===== config.mk =====
export PLATFORM = sky130hd
export DESIGN_NAME = cordic_scheduler
export DESIGN_NICKNAME = d
export VERILOG_FILES = /design/src/rtl/cordic_scheduler_pkg.sv /design/src/rtl/cordic_result_fifo.sv /design/src/rtl/cordic_scheduler.sv
export SDC_FILE = /design/constraint.sdc
export NUM_CORES = 1
export LEC_CHECK = 0
export CAP_MARGIN = 15
export CELL_PAD_IN_SITES_DETAIL_PLACEMENT = 2
export CELL_PAD_IN_SITES_GLOBAL_PLACEMENT = 2
export CORE_ASPECT_RATIO = 1.5
export CORE_MARGIN = 2
export CORE_UTILIZATION = 38
export DETAILED_ROUTE_END_ITERATION = 10
export GPL_TIMING_DRIVEN = 1
export PLACE_DENSITY_LB_ADDON = 0.3
export SLEW_MARGIN = 0
export SYNTH_ARGS = -nofsm -noshare
export SYNTH_HDL_FRONTEND = slang
export SYNTH_SLANG_ARGS = --single-unit
export TNS_END_PERCENT = 5

===== constraint.sdc =====
create_clock -name clk -period 3.05 [get_ports clk]
set_input_delay 0.7625 -clock clk [delete_from_list [all_inputs] [get_ports clk]]
set_output_delay 0.7625 -clock clk [all_outputs]
set_load 0.005 [all_outputs]

===== src/rtl/cordic_scheduler_pkg.sv =====
// Shared settings for the CORDIC front-end: data width, kernel delay and the
// per-sample tag carried alongside the kernel pipeline.
package cordic_scheduler_pkg;

  localparam int unsigned SIZE_DATA      = 16;
  localparam int unsigned SIZE_SHIFT_REG = 4;
  localparam int unsigned KERNEL_LATENCY = SIZE_SHIFT_REG + 1;

  // Wide enough for the largest supported requester count (16).
  localparam int unsigned TAG_ID_W = 4;

  typedef struct packed {
    logic                valid;
    logic [TAG_ID_W-1:0] id;
  } cordic_tag_t;

endpackage


===== src/rtl/cordic_result_fifo.sv =====
// First-word-fall-through result FIFO with occupancy count; read data is
// forced to zero while empty so the result port idles at zero.
module cordic_result_fifo #(
  parameter  int unsigned WIDTH = 8,
  parameter  int unsigned DEPTH = 8,
  localparam int unsigned AW    = $clog2(DEPTH),
  localparam int unsigned CW    = AW + 1
) (
  input  logic             clk,
  input  logic             reset,
  input  logic             wr_i,
  input  logic [WIDTH-1:0] wdata_i,
  input  logic             rd_i,
  output logic [WIDTH-1:0] rdata_o,
  output logic             empty_o,
  output logic [CW-1:0]    count_o
);

  logic [WIDTH-1:0] mem_q [DEPTH];
  logic [AW-1:0]    wr_ptr_q, wr_ptr_d;
  logic [AW-1:0]    rd_ptr_q, rd_ptr_d;
  logic [CW-1:0]    count_q, count_d;
  logic             pop;
  logic             full;

  assign empty_o = (count_q == '0);
  assign full    = (count_q == CW'(DEPTH));
  assign pop     = rd_i & ~empty_o;
  assign count_o = count_q;
  assign rdata_o = empty_o ? '0 : mem_q[rd_ptr_q];

  always_comb begin
    wr_ptr_d = wr_ptr_q;
    rd_ptr_d = rd_ptr_q;
    count_d  = count_q;
    if (wr_i) wr_ptr_d = wr_ptr_q + AW'(1);
    if (pop)  rd_ptr_d = rd_ptr_q + AW'(1);
    if (wr_i && !pop)      count_d = count_q + CW'(1);
    else if (!wr_i && pop) count_d = count_q - CW'(1);
  end

  always_ff @(posedge clk) begin
    if (reset) begin
      wr_ptr_q <= '0;
      rd_ptr_q <= '0;
      count_q  <= '0;
    end else begin
      wr_ptr_q <= wr_ptr_d;
      rd_ptr_q <= rd_ptr_d;
      count_q  <= count_d;
    end
  end

  always_ff @(posedge clk) begin
    if (wr_i) mem_q[wr_ptr_q] <= wdata_i;
  end

  // Admission credits must make an unpopped write into a full FIFO impossible.
  a_no_overflow: assert property (@(posedge clk) disable iff (reset)
    !(wr_i && full && !rd_i));

endmodule


===== src/rtl/cordic_scheduler.sv =====
// Round-robin, credit-admitted front-end for the shared fixed-latency CORDIC
// kernel; returns results in grant order, tagged with the requester index.
module cordic_scheduler
  import cordic_scheduler_pkg::*;
#(
  parameter  int unsigned NUM_REQ    = 4,
  parameter  int unsigned FIFO_DEPTH = 8,
  localparam int unsigned ID_W       = $clog2(NUM_REQ)
) (
  input  logic                              clk,
  input  logic                              reset,
  input  logic [NUM_REQ-1:0]                req_valid_i,
  input  logic [NUM_REQ-1:0][SIZE_DATA-1:0] req_data_i,
  output logic [NUM_REQ-1:0]                req_ready_o,
  output logic [SIZE_DATA-1:0]              kern_input_data_o,
  output logic                              kern_enable_o,
  input  logic signed [SIZE_DATA-1:0]       kern_output_data_i,
  output logic                              res_valid_o,
  input  logic                              res_ready_i,
  output logic signed [SIZE_DATA-1:0]       res_data_o,
  output logic [ID_W-1:0]                   res_id_o,
  output logic                              busy_o
);

  localparam int unsigned L     = SIZE_SHIFT_REG;
  localparam int unsigned CNT_W = $clog2(FIFO_DEPTH) + 1;
  localparam int unsigned INF_W = $clog2(KERNEL_LATENCY + 1);
  localparam int unsigned FW    = SIZE_DATA + ID_W;

  cordic_tag_t      tag_q [KERNEL_LATENCY];
  cordic_tag_t      tag_d [KERNEL_LATENCY];
  logic [ID_W-1:0]  rr_ptr_q, rr_ptr_d;
  logic [INF_W-1:0] inflight_q, inflight_d;

  logic             grant_c;
  logic [ID_W-1:0]  grant_id;
  logic [ID_W-1:0]  cand;
  logic             credit_ok;
  logic             fifo_wr;
  logic             fifo_rd;
  logic             fifo_empty;
  logic [CNT_W-1:0] fifo_count;
  logic [FW-1:0]    fifo_wdata;
  logic [FW-1:0]    fifo_rdata;

  // Registered counts only: a pop this cycle frees its credit next cycle.
  assign credit_ok = (32'(inflight_q) + 32'(fifo_count)) < 32'(FIFO_DEPTH);

  // Round-robin search starting at rr_ptr; blocked during reset.
  always_comb begin
    grant_c           = 1'b0;
    grant_id          = '0;
    cand              = '0;
    req_ready_o       = '0;
    kern_input_data_o = '0;
    if (!reset && credit_ok) begin
      for (int unsigned k = 0; k < NUM_REQ; k++) begin
        cand = ID_W'((32'(rr_ptr_q) + k) % NUM_REQ);
        if (!grant_c && req_valid_i[cand]) begin
          grant_c  = 1'b1;
          grant_id = cand;
        end
      end
      if (grant_c) begin
        req_ready_o[grant_id] = 1'b1;
        kern_input_data_o     = req_data_i[grant_id];
      end
    end
  end

  assign fifo_wr       = tag_q[L].valid;
  assign fifo_wdata    = {kern_output_data_i, tag_q[L].id[ID_W-1:0]};
  assign kern_enable_o = tag_q[L-1].valid;

  always_comb begin
    tag_d[0].valid = grant_c;
    tag_d[0].id    = TAG_ID_W'(grant_id);
    for (int unsigned s = 1; s < KERNEL_LATENCY; s++) tag_d[s] = tag_q[s-1];

    rr_ptr_d = rr_ptr_q;
    if (grant_c)
      rr_ptr_d = (32'(grant_id) == NUM_REQ - 1) ? '0 : grant_id + ID_W'(1);

    inflight_d = inflight_q;
    if (grant_c && !fifo_wr)      inflight_d = inflight_q + INF_W'(1);
    else if (!grant_c && fifo_wr) inflight_d = inflight_q - INF_W'(1);
  end

  always_ff @(posedge clk) begin
    if (reset) begin
      for (int unsigned s = 0; s < KERNEL_LATENCY; s++) tag_q[s] <= '0;
      rr_ptr_q   <= '0;
      inflight_q <= '0;
    end else begin
      tag_q      <= tag_d;
      rr_ptr_q   <= rr_ptr_d;
      inflight_q <= inflight_d;
    end
  end

  assign fifo_rd = res_ready_i;

  cordic_result_fifo #(
    .WIDTH (FW),
    .DEPTH (FIFO_DEPTH)
  ) u_result_fifo (
    .clk     (clk),
    .reset   (reset),
    .wr_i    (fifo_wr),
    .wdata_i (fifo_wdata),
    .rd_i    (fifo_rd),
    .rdata_o (fifo_rdata),
    .empty_o (fifo_empty),
    .count_o (fifo_count)
  );

  assign res_valid_o = ~fifo_empty;
  assign res_data_o  = fifo_rdata[FW-1 -: SIZE_DATA];
  assign res_id_o    = fifo_rdata[ID_W-1:0];
  assign busy_o      = (inflight_q != '0) || !fifo_empty;

endmodule


======== Word level (Yosys, flattened, before mapping) ========
Memory sizes are Yosys's and may differ from the RTL's. A register that Yosys moved wholly into a read port is not among the register bits.
Index checks and enable logic that the tools add are counted.
storage, ports and cells
  register bits after elaboration ......... 30
  latch bits .............................. 0
  bits in writable memories ............... 144
  ROM bits ................................ 0
  input port bits ......................... 87
  output and inout port bits .............. 41
  word-level logic and storage cells ...... 100
  memories ................................ 1
cells by class
  add/sub/neg operators ................... 11
  multipliers ............................. 0
  divide/modulo/power cells ............... 0
  order comparisons ....................... 7
  equal/unequal tests ..................... 1
  shift-type cells ........................ 0
  mux-type cells .......................... 41
  bitwise logic cells ..................... 2
  reduce and logical (&&, ||, !) cells .... 22
memories
  name                 depth  bits a word  read ports  clocked after memory_dff  wr ports  line                      RTL
  u_result_fifo.mem_q  8      18           1           1                         1         cordic_result_fifo.sv:19  logic [WIDTH-1:0] mem_q [DEPTH];
operators with widths
  operator             number
  $mux 16              3
  $bmux 16 s2          1
  $mux 18              1
  $mux 1               16
  $mux 4               4
  $lt 2x3->1 const B   5
  $mux 2               7
  $mux 3               4
  $add 3x1->3 const B  3
  $logic_and 1x1->1    9
  $bmux 1 s2           4
  $logic_not 1->1      8
  $add 3x4->5          1
  $lt 5x4->1 const B   1
  $add 2x1->2 const B  2
  $add 2x2->2 const B  2
  $add 4x1->4 const B  1
  $logic_not 4->1      1
  $reduce_bool 2->1    2
  $sub 4x1->4 const B  1
  $reduce_bool 3->1    1
  $sub 3x1->3 const B  1
  $demux 1 s2          1
  $eq 2x2->1 const B   1
  4 further kinds      4

======== Longest topological paths before layout ========
  word-level depth ........................ 22
  gate-level depth with buffers ........... 11
  mapped depth without buffers ............ 11

======== Modules after synthesis ========
From an unflattened synthesis, not the netlist that was laid out.
unflattened totals
  cells, all modules ...................... 432
  area, all modules ....................... 7447.1 µm²
by module, submodules not included
  module              instances  cells each  area each (µm²)  sequential area each (µm²)
  cordic_result_fifo  1          296         6122.1           4584.4
  cordic_scheduler    1          136         1325.0           400.4

======== Worst setup path after synthesis ========
No wires, ideal clock.
  path type ............................... input-to-output
  start point ............................. input req_valid_i[2]
  end point ............................... output kern_input_data_o[10]
  arrival ................................. 1911 ps
  data required time ...................... 2288 ps
  path slack .............................. 377 ps
  stages on the path ...................... 7
  buffers on the path ..................... 2
  path through ............................ nor2b_1 a21o_1 a211o_1 buf_6 buf_6 mux2i_1 o22ai_1
between the ends
  cells in the longest elaborated chain, start to end .. 20
  elaborated cells on any way between the ends .. 31
  classes of those cells .................. 25 x mux; 6 x reduce/logical
RTL lines
  what                           line                    RTL
  start: declaration             cordic_scheduler.sv:12  input logic [NUM_REQ-1:0] req_valid_i,
  $bmux 1 s2                     cordic_scheduler.sv:59  if (!grant_c && req_valid_i[cand]) begin
  $mux 1 (implied by the code)   cordic_scheduler.sv:59
  $mux 1                         cordic_scheduler.sv:59
  $mux 1                         cordic_scheduler.sv:56  if (!reset && credit_ok) begin
  $logic_not 1->1                cordic_scheduler.sv:59
  $logic_and 1x1->1              cordic_scheduler.sv:59
  $mux 1                         cordic_scheduler.sv:59
  $mux 1                         cordic_scheduler.sv:56
  [4 not listed]                 n/a
  $logic_not 1->1                cordic_scheduler.sv:59
  $logic_and 1x1->1              cordic_scheduler.sv:59
  $mux 2                         cordic_scheduler.sv:59
  $mux 2                         cordic_scheduler.sv:56
  $bmux 16 s2                    cordic_scheduler.sv:66  kern_input_data_o = req_data_i[grant_id];
  $mux 16 (implied by the code)  cordic_scheduler.sv:66
  $mux 16 (*)                    cordic_scheduler.sv:64  if (grant_c) begin
  $mux 16 (*)                    cordic_scheduler.sv:56
  end: declaration               cordic_scheduler.sv:15  output logic [SIZE_DATA-1:0] kern_input_data_o,
Every way passes the cells marked *; elsewhere a longest branch is shown, timed or not. The select of a mux whose other input is x is not followed.

======== Worst setup path after layout ========
  start point ............................. input req_valid_i[2]
  end point ............................... output kern_input_data_o[5]
Same word-level chain as after synthesis.

==> key figures <==
STA
  • Relative slew margins: 71.6%
  • Endpoints failing setup: 1
  • RSZ-0062 raised after global routing: yes
  • Tmin final: 3.05 ns
  • Highest Clock Rate: 328 MHz
  • Final hold violation count: 0
  • Skew final: around 0.0054 ns
  • Setup slack after layout: -0.00140 ns
  • Max-slew violation count: 0
  • Period Utilization, post-route: 100%
  • WHS: roughly 0.45 ns
  • Worst-Margin Slew: about 0.43 ns

Power
  • Worst VDD drop: roughly 0.00041 V
  • Leakage: about 0.0035 uW
  • Pwr dens: between 700 and 800 nW/um^2

Die
  • Initial Util: 38.7%
  • Die Y: roughly 170 microns
  • Cell Rows: a little over 60
  • Die extent in x: about 120 microns
  • Core area: approximately 19,000 sq um
  • Full die area: 20,600 sq um
  • I/O Pins: roughly 130

Cells and area
  • Final #Nets: 691
  • Antenna cell count: 0
  • Layout cell share with drive strength beyond 1: about 25%
  • Post-Route Utilization: 51.5%
  • Number of fill cells: 1,820
  • Most common cell after layout, fill and taps aside: edfxtp_1
  • Most frequent cells in the layout: 144 x edfxtp_1, 83 x clkdlybuf4s50_1, 49 x mux2i_1
  • Layout area overhead: 33.2%

Flow run
  • Max-Cap Viols: 0

Worst setup path
  • CP Launch Type: input port
  • Buffers and inverters on the worst path: 4
  • Crit path max fanout: 8
  • Max incr delay on CP: between 0.3 and 0.4 ns
  • Crit path arrival time: approximately 2.3 ns
  • WS Path Type: input port to primary output
  • Worst R2R Setup Slack: about 0.37 ns
  • CP required: 2.29 ns
  • Top Family by Delay on Critical Path: compound AO/OA/AOI/OAI gates
  • Crit. End Element: primary output
  • Slowest cell on crit path: a211o_4
  • Cells along the critical path: buf_6 > nor2b_4 > a21o_1 > a211o_4 > buf_12 > buf_16 > mux2i_1 > o22ai_1 > buf_2

Global routing
  • Vias in the first global route: roughly 5,300
  • Largest net degree at the start of global routing: 37
  • Initial antenna violation count: 0
  • Grt total ovfl: 0
  • Overall Global Routing Usage: a little over a fifth
  • First-pass GRT wire length: 31,600 microns

Route
  • DR iter-0 viols: around 340
  • Vias per std cell: 5.17
  • Detailed Routing Iterations Pass 1: 4
  • Routed WL: roughly 21,000 microns
  • Vias: between 4,000 and 5,000
  • Avg WL per Cell: 23.8 microns
  • DRC: 0
  • Number of routed nets with antenna violations: 0

Logic synthesis
  • Leading register cell type out of synthesis: edfxtp_1
  • Yosys warnings: 0
  • Sequential cell area fraction in the yosys report: 67.5%
  • Register bit total from synthesis: 177
  • Mapped Nets: between 500 and 600
  • Synth async-reset ratio: 0%
  • Post-synth EDFFs: 144
  • Mapped Cells: between 400 and 500
  • Synth unique cells: 39
  • Mapped cell area: roughly 7400 sq um
  • Avg Cell Area, Syn: approximately 17 sq um

Placed design
  • Placer Congestion: between 0.8 and 0.9
  • HPWL Detailed: ~13,000 microns
  • IO buf count: around 130

Outcome
  • Outcome: complete, but fails checks
  • Failing checks: negative setup slack

Clocking
  • Clock Latency Late Sink: ~0.43 ns
  • TritonCTS clock tree: yes
  • H-tree lvl count: 4
  • Max clock buf depth: 2
  • CTS buffer count: 17
  • CTS sink cnt: 177
  • Hold buffer count at cts: 0
  • Clk slew on worst S/H paths: ~0.07 ns
  • Root Driver: clkbuf_16

Min path
  • Hold Crit Class: register to register
==> worst register-to-register path, stage by stage, from the launching register on <==
cell and delay (ns):
dfxtp_1 0.32, buf_4 0.16, nor4_4 0.31, inv_2 0.10, nand2_1 0.16, ha_1 0.21, inv_1 0.10, ha_1 0.28
a21o_1 0.18, a21oi_1 0.21, xnor2_1 0.11, or3_1 0.32, a21oi_1 0.14
==> worst paths after layout <==
check | cells past startpoint | start | end
worst max-delay path | 9 | req_valid_i[2] | kern_input_data_o[5]
worst min-delay path | 1 | tag_d[5] | tag_d[0]
worst max register to register | 12 | u_result_fifo.count_o[1] | u_result_fifo.count_o[3]
worst min register to register | 1 | tag_d[5] | tag_d[0]
==> synthesized netlist by cell type, drive strengths merged (2+ instances only) <==
cell type | count | area, sq um
edfxtp | 144 | 4320
mux2i | 53 | 531
nor2 | 42 | 158
mux4 | 36 | 811
dfxtp | 33 | 661
buf | 16 | 124
o22ai | 16 | 100
nor2b | 13 | 81.3
nand2 | 9 | 46.3
a21oi | 8 | 40.0
ha | 8 | 100
inv | 8 | 30.0
xor2 | 6 | 52.6
clkbuf | 4 | 16.3
nand2b | 4 | 25.0
nor3 | 4 | 20.0
xnor2 | 4 | 35.0
o21ai | 3 | 15.0
a211oi | 2 | 20.0
a21o | 2 | 15.0
fa | 2 | 40.0
nand3 | 2 | 10.0
or3 | 2 | 12.5
==> cell families (layout without fill, tap and decap cells) <==
group | Yosys count | in the layout | synth area share, %
adders and majority gates | 10 | 10 | 1.90
muxes | 89 | 89 | 18.2
xor gates and xnor gates | 10 | 10 | 1.19
and+or+nand+nor | 80 | 80 | 5.36
DFF | 177 | 177 | 67.5
AOI/OAI and AO/OA | 35 | 35 | 3.44
buffers and inverters | 29 | 206 | 2.42
==> sequential cells by signal, indices dropped and copies added, names as in the netlist, named ones only <==
register                count
fifo_wr                     1
u_result_fifo.wr_ptr_q      3
tag_d                      11
u_result_fifo.count_o       4
u_result_fifo.rd_ptr_q      3
u_result_fifo.mem_q       144
inflight_q                  3
fifo_wdata                  2
kern_enable_o               1
rr_ptr_q                    2
==> repair_timing <==
action                     4_1_cts  5_1_grt
pin swaps                        4        2
setup endpoints to repair       39       17
cloned                           5        0
buffers inserted                 5        1
gates resized for setup        123       13
==> metal layers <==
layer  GRT usage [%]  vias up  part of all wire [%]
met4            6.93        0                   1.5
li1                -     2007                     -
met2            40.2      120                    57
met3            5.58       23                   4.4
met1            21.5     2316                    37
met5               0        -                     0
==> area by class of cell <==
cell class	count	area, sq um	share of cell area [%]
inverter	9	38.8	0.394
clock inverter	15	129	1.31
sequential	177	4990	50.7
multi-input combinational	224	2330	23.7
tap	256	320	3.26
clock buffer	17	425	4.33
timing repair buffer	165	1600	16.3
==> stage by stage <==
stage	area (sq um)	power, uW	std cells	TNS, ns	setup WS [ns]
2_1_floorplan	7380	4020	430	0	0.377
3_3_place_gp	9090	4950	820	-12.53	-0.670
3_5_place_dp	9090	5050	820	-13.61	-0.729
4_1_cts	9800	7210	862	-0.00314	-0.00314
5_1_grt	9840	7500	863	-0.347	-0.0592
6_report	9840	7150	863	-0.00140	-0.00140
==> power breakdown <==
| group | total, uW | internal, uW | switching, uW |
|---|---|---|---|
| logic | 2320 | 1250 | 1070 |
| clock network | 2050 | 1070 | 979 |
| registers | 2790 | 2690 | 92.6 |
| total | 7150 | 5010 | 2140 |
Power figures use the tool's default switching activity.
